[config.mk]
export PLATFORM = sky130hd
export DESIGN_NAME = uart_apb_fifo
export DESIGN_NICKNAME = d
export VERILOG_FILES = /design/src/rtl/uart_apb_pkg.sv /design/src/rtl/uart_fifo.sv /design/src/rtl/uart_apb_fifo.sv
export SDC_FILE = /design/constraint.sdc
export NUM_CORES = 1
export LEC_CHECK = 0
export ABC_AREA = 0
export CAP_MARGIN = 20
export CORE_MARGIN = 10
export CORE_UTILIZATION = 54
export DETAILED_ROUTE_END_ITERATION = 10
export GPL_TIMING_DRIVEN = 0
export HOLD_SLACK_MARGIN = 0.02
export PLACE_DENSITY = 0.74
export SLEW_MARGIN = 25
export SYNTH_ARGS = -nofsm -noshare
export SYNTH_HDL_FRONTEND = slang
export SYNTH_HIERARCHICAL = 1
export SYNTH_SLANG_ARGS = --single-unit
[constraint.sdc]
create_clock -name pclk -period 5.15 [get_ports pclk]
set_input_delay 0.7725 -clock pclk [delete_from_list [all_inputs] [get_ports pclk]]
set_output_delay 0.7725 -clock pclk [all_outputs]
set_load 0.02 [all_outputs]
[src/rtl/uart_apb_pkg.sv]
// Shared constants for the APB UART: register offsets, bit positions, FSM encodings.
package uart_apb_pkg;

    localparam logic [1:0] REG_DATA   = 2'd0;
    localparam logic [1:0] REG_STATUS = 2'd1;
    localparam logic [1:0] REG_CTRL   = 2'd2;
    localparam logic [1:0] REG_BAUD   = 2'd3;

    localparam int STAT_TX_EMPTY  = 0;
    localparam int STAT_TX_FULL   = 1;
    localparam int STAT_RX_EMPTY  = 2;
    localparam int STAT_RX_FULL   = 3;
    localparam int STAT_TX_BUSY   = 4;
    localparam int STAT_PAR_ERR   = 5;
    localparam int STAT_FRAME_ERR = 6;
    localparam int STAT_OVERRUN   = 7;

    localparam int CTRL_TX_EN    = 0;
    localparam int CTRL_RX_EN    = 1;
    localparam int CTRL_PAR_EN   = 2;
    localparam int CTRL_PAR_ODD  = 3;
    localparam int CTRL_IE_RX    = 4;
    localparam int CTRL_IE_TX    = 5;
    localparam int CTRL_IE_ERR   = 6;

    localparam logic [2:0] TX_IDLE   = 3'd0;
    localparam logic [2:0] TX_START  = 3'd1;
    localparam logic [2:0] TX_DATA   = 3'd2;
    localparam logic [2:0] TX_PARITY = 3'd3;
    localparam logic [2:0] TX_STOP   = 3'd4;

    localparam logic [2:0] RX_IDLE   = 3'd0;
    localparam logic [2:0] RX_START  = 3'd1;
    localparam logic [2:0] RX_DATA   = 3'd2;
    localparam logic [2:0] RX_PARITY = 3'd3;
    localparam logic [2:0] RX_STOP   = 3'd4;
    localparam logic [2:0] RX_WAIT   = 3'd5;

    localparam logic [15:0] MIN_DIV = 16'd4;

    function automatic logic [15:0] clamp_div(input logic [15:0] d);
        return (d < MIN_DIV) ? MIN_DIV : d;
    endfunction

endpackage

[src/rtl/uart_fifo.sv]
// Synchronous FIFO with combinational head output; overflow/underflow requests are ignored.
module uart_fifo #(
    parameter int unsigned WIDTH = 8,
    parameter int unsigned DEPTH = 16
) (
    input  logic                     clk,
    input  logic                     rst,
    input  logic                     push,
    input  logic                     pop,
    input  logic [WIDTH-1:0]         din,
    output logic [WIDTH-1:0]         dout,
    output logic                     full,
    output logic                     empty,
    output logic [$clog2(DEPTH):0]   count
);

    localparam int unsigned AW = $clog2(DEPTH);

    logic [WIDTH-1:0] mem [DEPTH];
    logic [AW-1:0]    wr_ptr;
    logic [AW-1:0]    rd_ptr;
    logic [AW:0]      cnt;
    logic             do_push;
    logic             do_pop;

    assign empty   = (cnt == '0);
    assign full    = (cnt == (AW+1)'(DEPTH));
    assign count   = cnt;
    assign dout    = mem[rd_ptr];
    assign do_pop  = pop & ~empty;
    // A pop in the same cycle frees a slot, so a push into a full FIFO can proceed.
    assign do_push = push & (~full | do_pop);

    always_ff @(posedge clk) begin
        if (do_push) begin
            mem[wr_ptr] <= din;
        end
    end

    always_ff @(posedge clk or posedge rst) begin
        if (rst) begin
            wr_ptr <= '0;
            rd_ptr <= '0;
            cnt    <= '0;
        end else begin
            if (do_push) begin
                wr_ptr <= wr_ptr + 1'b1;
            end
            if (do_pop) begin
                rd_ptr <= rd_ptr + 1'b1;
            end
            if (do_push && !do_pop) begin
                cnt <= cnt + 1'b1;
            end else if (do_pop && !do_push) begin
                cnt <= cnt - 1'b1;
            end
        end
    end

endmodule

[src/rtl/uart_apb_fifo.sv]
// APB-slave UART with TX/RX FIFOs, programmable baud divisor, optional parity and level irq.
module uart_apb_fifo
    import uart_apb_pkg::*;
#(
    parameter int unsigned DATA_BITS    = 8,
    parameter int unsigned FIFO_DEPTH   = 16,
    parameter int unsigned CLKS_PER_BIT = 87
) (
    input  logic        pclk,
    input  logic        rst,
    input  logic        psel,
    input  logic        penable,
    input  logic        pwrite,
    input  logic [31:0] padd,
    input  logic [31:0] pwdata,
    input  logic [3:0]  pstrb,
    output logic        pready,
    output logic [31:0] prdata,
    output logic        pslevrr,
    input  logic        ser_in,
    output logic        ser_out,
    output logic        irq
);

    localparam int unsigned CW = $clog2(FIFO_DEPTH) + 1;

    logic                 access, wr, rd;
    logic [1:0]           reg_sel;
    logic [6:0]           ctrl_q;
    logic [15:0]          baud_q, baud_new;
    logic                 par_err_q, frame_err_q, overrun_q;
    logic [2:0]           w1c;
    logic [7:0]           status;

    logic                 tx_push, tx_pop, tx_full, tx_empty;
    logic [DATA_BITS-1:0] tx_dout;
    logic [CW-1:0]        tx_count;
    logic                 rx_push, rx_pop, rx_full, rx_empty;
    logic [DATA_BITS-1:0] rx_dout;
    logic [CW-1:0]        rx_count;

    logic [2:0]           tx_state;
    logic [15:0]          tx_cnt, tx_div;
    logic [3:0]           tx_bit;
    logic [DATA_BITS-1:0] tx_sh;
    logic                 tx_par, tx_par_en, tx_bit_end, tx_go, tx_busy;

    logic                 rx_s1, rx_s2, rx_d;
    logic [2:0]           rx_state;
    logic [15:0]          rx_cnt, rx_div, rx_target;
    logic [3:0]           rx_bit;
    logic [DATA_BITS-1:0] rx_sh;
    logic                 rx_par_en, rx_par_odd, rx_active, rx_tick;
    logic                 perr_set, ferr_set, ovr_set, stop_ok;
    logic                 unused_bits;

    assign access  = psel & penable;
    assign wr      = access & pwrite;
    assign rd      = access & ~pwrite;
    assign reg_sel = padd[3:2];
    assign pready  = access;

    assign tx_push = wr & (reg_sel == REG_DATA) & pstrb[0] & ~tx_full;
    assign rx_pop  = rd & (reg_sel == REG_DATA) & ~rx_empty;
    assign tx_busy = (tx_state != TX_IDLE);
    assign status  = {overrun_q, frame_err_q, par_err_q, tx_busy,
                      rx_full, rx_empty, tx_full, tx_empty};

    assign unused_bits = ^{padd[31:4], padd[1:0], pwdata[31:16], pstrb[3:2], tx_count, rx_count};

    always_comb begin
        prdata  = '0;
        pslevrr = 1'b0;
        if (rd) begin
            case (reg_sel)
                REG_DATA: begin
                    if (rx_empty) pslevrr = 1'b1;
                    else          prdata[DATA_BITS-1:0] = rx_dout;
                end
                REG_STATUS: prdata[7:0]  = status;
                REG_CTRL:   prdata[6:0]  = ctrl_q;
                default:    prdata[15:0] = baud_q;
            endcase
        end else if (wr && reg_sel == REG_DATA && pstrb[0] && tx_full) begin
            pslevrr = 1'b1;
        end
    end

    assign baud_new = {pstrb[1] ? pwdata[15:8] : baud_q[15:8],
                       pstrb[0] ? pwdata[7:0]  : baud_q[7:0]};
    assign w1c = (wr && reg_sel == REG_STATUS && pstrb[0]) ? pwdata[7:5] : 3'b000;

    always_ff @(posedge pclk or posedge rst) begin
        if (rst) begin
            ctrl_q      <= '0;
            baud_q      <= 16'(CLKS_PER_BIT);
            par_err_q   <= 1'b0;
            frame_err_q <= 1'b0;
            overrun_q   <= 1'b0;
        end else begin
            if (wr && reg_sel == REG_CTRL && pstrb[0]) begin
                ctrl_q <= pwdata[6:0];
            end
            if (wr && reg_sel == REG_BAUD && (|pstrb[1:0])) begin
                baud_q <= clamp_div(baud_new);
            end
            // A new error event in the clearing cycle wins over the clear.
            par_err_q   <= (par_err_q   & ~w1c[0]) | perr_set;
            frame_err_q <= (frame_err_q & ~w1c[1]) | ferr_set;
            overrun_q   <= (overrun_q   & ~w1c[2]) | ovr_set;
        end
    end

    assign irq = (ctrl_q[CTRL_IE_RX] & ~rx_empty) | (ctrl_q[CTRL_IE_TX] & tx_empty)
               | (ctrl_q[CTRL_IE_ERR] & (par_err_q | frame_err_q | overrun_q));

    uart_fifo #(.WIDTH(DATA_BITS), .DEPTH(FIFO_DEPTH)) u_tx_fifo (
        .clk(pclk), .rst(rst), .push(tx_push), .pop(tx_pop), .din(pwdata[DATA_BITS-1:0]),
        .dout(tx_dout), .full(tx_full), .empty(tx_empty), .count(tx_count)
    );

    uart_fifo #(.WIDTH(DATA_BITS), .DEPTH(FIFO_DEPTH)) u_rx_fifo (
        .clk(pclk), .rst(rst), .push(rx_push), .pop(rx_pop), .din(rx_sh),
        .dout(rx_dout), .full(rx_full), .empty(rx_empty), .count(rx_count)
    );

    // TX: a new frame may start from IDLE or straight out of the last stop-bit clock.
    assign tx_bit_end = tx_busy & (tx_cnt == tx_div - 16'd1);
    assign tx_go      = ctrl_q[CTRL_TX_EN] & ~tx_empty
                      & ((tx_state == TX_IDLE) | ((tx_state == TX_STOP) & tx_bit_end));
    assign tx_pop     = tx_go;

    always_ff @(posedge pclk or posedge rst) begin
        if (rst) begin
            tx_state  <= TX_IDLE;
            tx_cnt    <= '0;
            tx_div    <= 16'(CLKS_PER_BIT);
            tx_bit    <= '0;
            tx_sh     <= '0;
            tx_par    <= 1'b0;
            tx_par_en <= 1'b0;
        end else if (tx_go) begin
            tx_state  <= TX_START;
            tx_cnt    <= '0;
            tx_div    <= baud_q;
            tx_sh     <= tx_dout;
            tx_par    <= (^tx_dout) ^ ctrl_q[CTRL_PAR_ODD];
            tx_par_en <= ctrl_q[CTRL_PAR_EN];
        end else if (tx_busy) begin
            if (!tx_bit_end) begin
                tx_cnt <= tx_cnt + 16'd1;
            end else begin
                tx_cnt <= '0;
                case (tx_state)
                    TX_START: begin
                        tx_state <= TX_DATA;
                        tx_bit   <= '0;
                    end
                    TX_DATA: begin
                        tx_sh <= tx_sh >> 1;
                        if (tx_bit == 4'(DATA_BITS - 1)) tx_state <= tx_par_en ? TX_PARITY : TX_STOP;
                        else                             tx_bit   <= tx_bit + 4'd1;
                    end
                    TX_PARITY: tx_state <= TX_STOP;
                    default:   tx_state <= TX_IDLE;
                endcase
            end
        end
    end

    always_comb begin
        case (tx_state)
            TX_START:  ser_out = 1'b0;
            TX_DATA:   ser_out = tx_sh[0];
            TX_PARITY: ser_out = tx_par;
            default:   ser_out = 1'b1;
        endcase
    end

    // RX: first sample at half a bit after the detected edge, then one per divisor.
    assign rx_active = (rx_state == RX_START) | (rx_state == RX_DATA)
                     | (rx_state == RX_PARITY) | (rx_state == RX_STOP);
    assign rx_target = (rx_state == RX_START) ? (rx_div >> 1) - 16'd1 : rx_div - 16'd1;
    assign rx_tick   = rx_active & (rx_cnt == rx_target);
    assign perr_set  = rx_tick & (rx_state == RX_PARITY) & (rx_s2 != ((^rx_sh) ^ rx_par_odd));
    assign stop_ok   = rx_tick & (rx_state == RX_STOP) & rx_s2;
    assign ferr_set  = rx_tick & (rx_state == RX_STOP) & ~rx_s2;
    assign rx_push   = stop_ok & ~rx_full;
    assign ovr_set   = stop_ok & rx_full;

    always_ff @(posedge pclk or posedge rst) begin
        if (rst) begin
            rx_s1      <= 1'b1;
            rx_s2      <= 1'b1;
            rx_d       <= 1'b1;
            rx_state   <= RX_IDLE;
            rx_cnt     <= '0;
            rx_div     <= 16'(CLKS_PER_BIT);
            rx_bit     <= '0;
            rx_sh      <= '0;
            rx_par_en  <= 1'b0;
            rx_par_odd <= 1'b0;
        end else begin
            rx_s1 <= ser_in;
            rx_s2 <= rx_s1;
            rx_d  <= rx_s2;
            case (rx_state)
                RX_IDLE: begin
                    if (ctrl_q[CTRL_RX_EN] && rx_d && !rx_s2) begin
                        rx_state   <= RX_START;
                        rx_cnt     <= '0;
                        rx_div     <= baud_q;
                        rx_par_en  <= ctrl_q[CTRL_PAR_EN];
                        rx_par_odd <= ctrl_q[CTRL_PAR_ODD];
                    end
                end
                RX_WAIT: begin
                    if (rx_s2) rx_state <= RX_IDLE;
                end
                default: begin
                    if (!rx_tick) begin
                        rx_cnt <= rx_cnt + 16'd1;
                    end else begin
                        rx_cnt <= '0;
                        case (rx_state)
                            RX_START: begin
                                rx_state <= rx_s2 ? RX_IDLE : RX_DATA;
                                rx_bit   <= '0;
                            end
                            RX_DATA: begin
                                rx_sh <= {rx_s2, rx_sh[DATA_BITS-1:1]};
                                if (rx_bit == 4'(DATA_BITS - 1)) begin
                                    rx_state <= rx_par_en ? RX_PARITY : RX_STOP;
                                end else begin
                                    rx_bit <= rx_bit + 4'd1;
                                end
                            end
                            RX_PARITY: rx_state <= RX_STOP;
                            default:   rx_state <= rx_s2 ? RX_IDLE : RX_WAIT;
                        endcase
                    end
                end
            endcase
        end
    end

endmodule

# --- Word level (Yosys, flattened, before mapping) ---
# Memories as Yosys holds them, arrays and structs flattened.
# Index checks and enable logic that the tools add are counted.
# Widths: inputs -> output; s select.
classes:
  mux: 52
  n_reduce_logical: 47
  n_eq_ne: 25
  magnitude_cmp: 1
  addsub: 15
  n_bitwise: 57
op_table:
  columns: ["op", "n"]
  rows:
  - ["$mux 16", 8]
  - ["$mux 8", 8]
  - ["$mux 3", 12]
  - ["$add 16x1->16 const B", 2]
  - ["$eq 16x16->1", 2]
  - ["$pmux 16 s2", 1]
  - ["$sub 16x1->16 const B", 2]
  - ["$and 1x1->1", 30]
  - ["$add 4x1->4 const B", 6]
  - ["$pmux 7 s3", 1]
  - ["$mux 5", 4]
  - ["$pmux 3 s3", 2]
  - ["$lt 16x3->1 const B", 1]
  - ["$pmux 4 s2", 2]
  - ["$reduce_xor 8->1", 2]
  - ["$sub 15x1->16 const B", 1]
  - ["$logic_and 1x1->1", 15]
  - ["$reduce_bool 2->1", 7]
  - ["$or 1x1->1", 13]
  - ["$eq 3x2->1 const B", 4]
  - ["$not 1->1", 12]
  - ["$add 5x1->5 const B", 2]
  - ["$eq 5x5->1 const B", 2]
  - ["$logic_not 5->1", 2]
  - ["26 further kinds", 56]
totals:
  reg_bits: 153
  n_memories: 2
  elab_cells: 227
  mem_bits_rw: 256
memory_table:
  columns: ["name", "words", "word_bits", "read_ports", "rd_ports_with_merged_regs", "write_ports", "line", "source"]
  rows:
  - ["u_rx_fifo.mem", 16, 8, 1, 0, 1, "uart_fifo.sv:19", "logic [WIDTH-1:0] mem [DEPTH];"]
  - ["u_tx_fifo.mem", 16, 8, 1, 0, 1, "uart_fifo.sv:19", null]

# --- Logic depth before layout (Yosys ltp) ---
logic_depth:
  word_depth: 13
  depth_mapped: 26
  ltp_nobuf: 21

# --- Modules after synthesis ---
# Netlist, hierarchy kept.
by_module_without_submodules:
  columns: ["module", "n_inst", "area_per_inst_um2", "cells_per_inst"]
  rows:
  - ["uart_fifo", 2, 5720.5, 324]
  - ["uart_apb_fifo", 1, 8147.8, 860]

# --- Worst setup path after synthesis ---
# No wires, ideal clock.
synth_path:
  path_kind: "flip-flop to flip-flop"
  start: "reg rx_state[2]"
  end: "reg u_rx_fifo.cnt[4], in the netlist u_rx_fifo/count[4]"
  required_ns: 5.070
  path_slack_ns: -0.365
  arrival_ns: 5.435
  path_stages_with_launch: 26
  period_less_slack_ns: 5.515
  path_cell_list: "dfrtp_1 -> buf_2 -> or3b_1 -> buf_2 -> buf_2 -> buf_1 -> a21oi_1 -> ha_1 -> nand2b_1 -> a2111oi_4 -> xnor2_1 -> a2111oi_0 -> nand4_1 -> nor4_1 -> and2_1 -> nand4_1 -> nor2_1 -> o31a_1 -> buf_6 -> ha_1 -> inv_1 -> fa_1 -> a21o_1 -> a21oi_1 -> mux2i_1 -> xnor2_1"
synth_via:
  elab_chain_len: 12
  word_cells_on_any_way: 19
  cone_classes: "eq/ne (5); mux (2); bitwise (8); reduce/logical (4)"
synth_lines:
  columns: ["item", "line", "source"]
  rows:
  - ["from (decl)", "uart_apb_fifo.sv:49", "logic [2:0] rx_state;"]
  - ["from (signal assigned)", "uart_apb_fifo.sv:227", "rx_state <= rx_s2 ? RX_IDLE : RX_DATA;"]
  - ["from (signal assigned)", "uart_apb_fifo.sv:233", "rx_state <= rx_par_en ? RX_PARITY : RX_STOP;"]
  - ["from (signal assigned)", "uart_apb_fifo.sv:239", "default: rx_state <= rx_s2 ? RX_IDLE : RX_WAIT;"]
  - ["parallel branches: the longest is 5 deep, another holds $mux 16", null, null]
  - ["$and 1x1->1 (*) (2 in a row)", "uart_apb_fifo.sv:186", "assign stop_ok = rx_tick & (rx_state == RX_STOP) & rx_s2;"]
  - ["$and 1x1->1 (*)", "uart_apb_fifo.sv:188", "assign rx_push = stop_ok & ~rx_full;"]
  - ["net rx_push", "uart_apb_fifo.sv:38", "logic rx_push, rx_pop, rx_full, rx_empty;"]
  - ["$and 1x1->1 (*)", "uart_fifo.sv:32", "assign do_push = push & (~full | do_pop);"]
  - ["net u_rx_fifo.do_push", "uart_fifo.sv:23", "logic do_push;"]
  - ["$logic_not 1->1", "uart_fifo.sv:54", "end else if (do_pop && !do_push) begin"]
  - ["$logic_and 1x1->1", "uart_fifo.sv:54", null]
  - ["$reduce_bool 2->1 (no source line)", null, null]
  - ["to (signal assigned)", "uart_fifo.sv:53", "cnt <= cnt + 1'b1;"]
  - ["to (signal assigned)", "uart_fifo.sv:55", "cnt <= cnt - 1'b1;"]
  - ["to (decl)", "uart_fifo.sv:22", "logic [AW:0] cnt;"]
# Mark *: on every way through the listed nets, which the timed path passes.
# A chain may end at the register's enable or synchronous reset.

# --- Final worst setup path ---
# Ends and elaborated chain as after synthesis.

==> impl_metrics.json <==
{
  "status": "finished, final reports clean",
  "clock_tree.buffer_depth": 3,
  "clock_sinks": 409,
  "num_vias": 12910,
  "die_h_um": 210.5,
  "reg2regPathDepth": 23,
  "hpwl_um": 30380,
  "ff_latch_area_um2": 11540,
  "worst_pin_slew_ns": 1.026,
  "maxCapViolCount": 0,
  "synthCells": 1508,
  "p_per_area_nw_per_um2": 478.6,
  "yosys.area.top_type": "edfxtp_1",
  "preCtsSetupSlack_ns": -1.038,
  "design_area_um2": 22520,
  "rows": 69,
  "finalSetupViolations": 0,
  "worst-setup-path-type": "register to register",
  "finClkSkew_ns": 0.01721,
  "synthTopCellsByArea": "edfxtp_1 (39%), dfrtp_1 (17%), mux2i_1 (5.3%)",
  "r2r-start": "rx_state[2]",
  "wire_per_inst_um": 21.25,
  "finalSetupTns_ns": 0,
  "numCtsBuffers": 44,
  "placed_cell_area_um2": 20760,
  "drc_errors": 0,
  "final_nets": 1736,
  "final.setup.worst_slack_ns": 0.1601,
  "leakage_uw": 0.008563,
  "final_cell_mix": "edfxtp_1 (256), dfrtp_1 (134), nand2_1 (111)",
  "clockRootBuffer": "clkbuf_16",
  "r2r_end": "u_rx_fifo/count[4]",
  "finalMaxSlewViolations": 0,
  "final_core_util": 0.6315,
  "ys_seq_area_frac": 0.5890,
  "yosysWarnings": 6,
  "yosys.area.top_type_share": 0.3924,
  "slew_headroom": 0.3142,
  "synth_compound_area_frac": 0.08783,
  "ctsHtreeMaxLevel": 2,
  "ys_seq_elements": 409,
  "fillers": 2646,
  "worst_setup_path_end_kind": "register",
  "antenna_cells": 0,
  "dieArea_um2": 44290,
  "synth_top_family_by_area": "multiplexers",
  "antenna_found_initial": 0,
  "max_freq_mhz": 200.4,
  "crit_path_max_fanout": 5,
  "hold_path_class": "register to register",
  "synth-xor-area-share": 0.04024,
  "grt_max_degree": 75,
  "drive_above_1_share": 0.1872,
  "synth-async-reset-ratio": 0.3741,
  "initial_core_util": 0.5494,
  "grt_pass1_vias": 12800,
  "synth_edf_count": 256,
  "synth_mux_area_frac": 0.1288,
  "antenna_left": 0,
  "syn-mean-instance-area_um2": 12.99,
  "rsz0062_at_grt": "true",
  "gr-total-overflow": 0,
  "fin_crit_sh": 0.9689,
  "synthAdderAreaFrac": 0.01737,
  "regToRegSetupSlack_ns": 0.16,
  "grtUsageTotal": 0.2028,
  "cp-start-kind": "register",
  "port_buffers": 43,
  "wl_um": 45320,
  "initialDrtViolationCount": 1096,
  "crit_end": "u_rx_fifo/count[4]",
  "clock_latency_ns": 0.56,
  "synth_top_flop_cell": "edfxtp_1",
  "core_um2": 35660,
  "multi_input_area_um2": 7704,
  "cts_tree": "built",
  "viasPerCell": 6.052,
  "required_ns": 5.62,
  "layout_commonest_cell": "edfxtp_1",
  "ir_worst_vdd_uv": 297.2,
  "hold_viol": 0,
  "period_needed_ns": 4.990,
  "holdWs_ns": 0.3611,
  "io_pins": 110,
  "synthSimpleGateAreaFrac": 0.1043,
  "syn-cell-area_um2": 19590,
  "grt_pass1_wl_um": 71160,
  "clkTransAtPathRegs_ns": 0.06,
  "gp_congestion": 0.8720,
  "critPathLaunch": "rx_state[2]",
  "die_w_um": 210.5,
  "dr.pass1.iters": 5,
  "ys_types": 83,
  "worst_ep_arrival_time_ns": 5.46,
  "area_growth_pct": 14.94
}
==> power breakdown <==
group | internal, µW | switching (µW)
Combinational | 1650 | 1960
Sequential | 3810 | 353
Clock | 1740 | 1260
Total | 7200 | 3580
==> worst min path at each step <==
stage / from / to / slack [ns] / cells after the start
after global routing: rx_s1 / rx_s2 / 0.36 / 0
final: rx_s1 / rx_s2 / 0.36 / 0
after CTS: rx_s1 / rx_s2 / 0.36 / 0
after detailed placement: rx_s1 / rx_s2 / 0.36 / 0
after floorplan: rx_s1 / rx_s2 / 0.35 / 0
after global placement: rx_s1 / rx_s2 / 0.35 / 0
==> Yosys cell counts, drive strengths merged (29+ instances only) <==
master and count:
edfxtp 256, dfrtp 135, nand2 113, mux2i 104, nor2 103, mux2 65, o21ai 61, xnor2 61
buf 56, clkbuf 41, a221oi 40, inv 37, nand3 34, nor3 33, mux4 32, a21oi 31
xor2 29
==> cell families (layout without fill, tap and decap cells) <==
logic type | count (synthesis) | in the layout
simple gates | 405 | 405
buf+inv | 134 | 283
compound gates | 242 | 242
mux | 201 | 201
flops | 409 | 409
fa+ha+maj | 26 | 26
xor+xnor | 90 | 90
other cells | 1 | 16
==> area by class of cell <==
type,instances,area share
inverter,37,0.006613
sequential,409,0.5125
tap,461,0.02562
buffer,95,0.02312
multi-input combinational,980,0.3422
clock inverter,17,0.005502
clock buffer,65,0.05563
timing repair buffer,69,0.02884
==> registers in the layout, summed over array words and instances (netlist names), 3 cells and up <==
signal and cells:
baud_q 16, u_rx_fifo/count 5, u_rx_fifo/rd_ptr 4, ctrl_q 7
rx_bit 4, tx_sh 8, rx_cnt 16, tx_div 16
tx_cnt 16, u_tx_fifo/wr_ptr 4, tx_state 3, rx_state 3
rx_div 16, u_rx_fifo/wr_ptr 4, u_tx_fifo/rd_ptr 4, u_tx_fifo/mem 128
tx_bit 4, rx_sh 8, u_tx_fifo/count 5, u_rx_fifo/mem 128
==> critical path, stage by stage, from the launching register on <==
cell and delay (ns):
dfrtp_2 0.41, buf_6 0.13, nor3b_4 0.27, buf_6 0.16, mux2i_4 0.25, ha_4 0.18
nand2b_4 0.08, a2111oi_4 0.40, xnor2_2 0.16, a2111oi_2 0.34, nand4_1 0.21, nor4_4 0.21
and2_4 0.20, nand4_1 0.17, nor2_1 0.15, o31a_1 0.20, buf_6 0.13, ha_4 0.14
inv_4 0.05, fa_2 0.34, a21o_1 0.20, a21oi_2 0.13, mux2i_1 0.24, xnor2_1 0.14
==> metrics by stage <==
| step | power (µW) | instances |
|---|---|---|
| final | 10780 | 2133 |
| after detailed placement | 7481 | 2028 |
| after CTS | 10680 | 2121 |
| after global routing | 11340 | 2133 |
| after floorplan | 6698 | 1523 |
| after global placement | 7376 | 2027 |
==> per-layer routing <==
| layer | track usage | share of wire | up-vias |
|---|---|---|---|
| met5 | 0 | 0 | - |
| met4 | 0.07393 | 0.032 | 0 |
| met3 | 0.02997 | 0.058 | 93 |
| met2 | 0.3423 | 0.50 | 454 |
| met1 | 0.2617 | 0.41 | 6466 |
| li1 | - | - | 5895 |
==> repair_timing <==
action	CTS	global route
buffers inserted	12	13
cloned	0	0
pin swaps	11	15
setup endpoints to repair	135	134
resized for setup	33	21
hold buffers	0	0
Power figures use the tool's default switching activity.
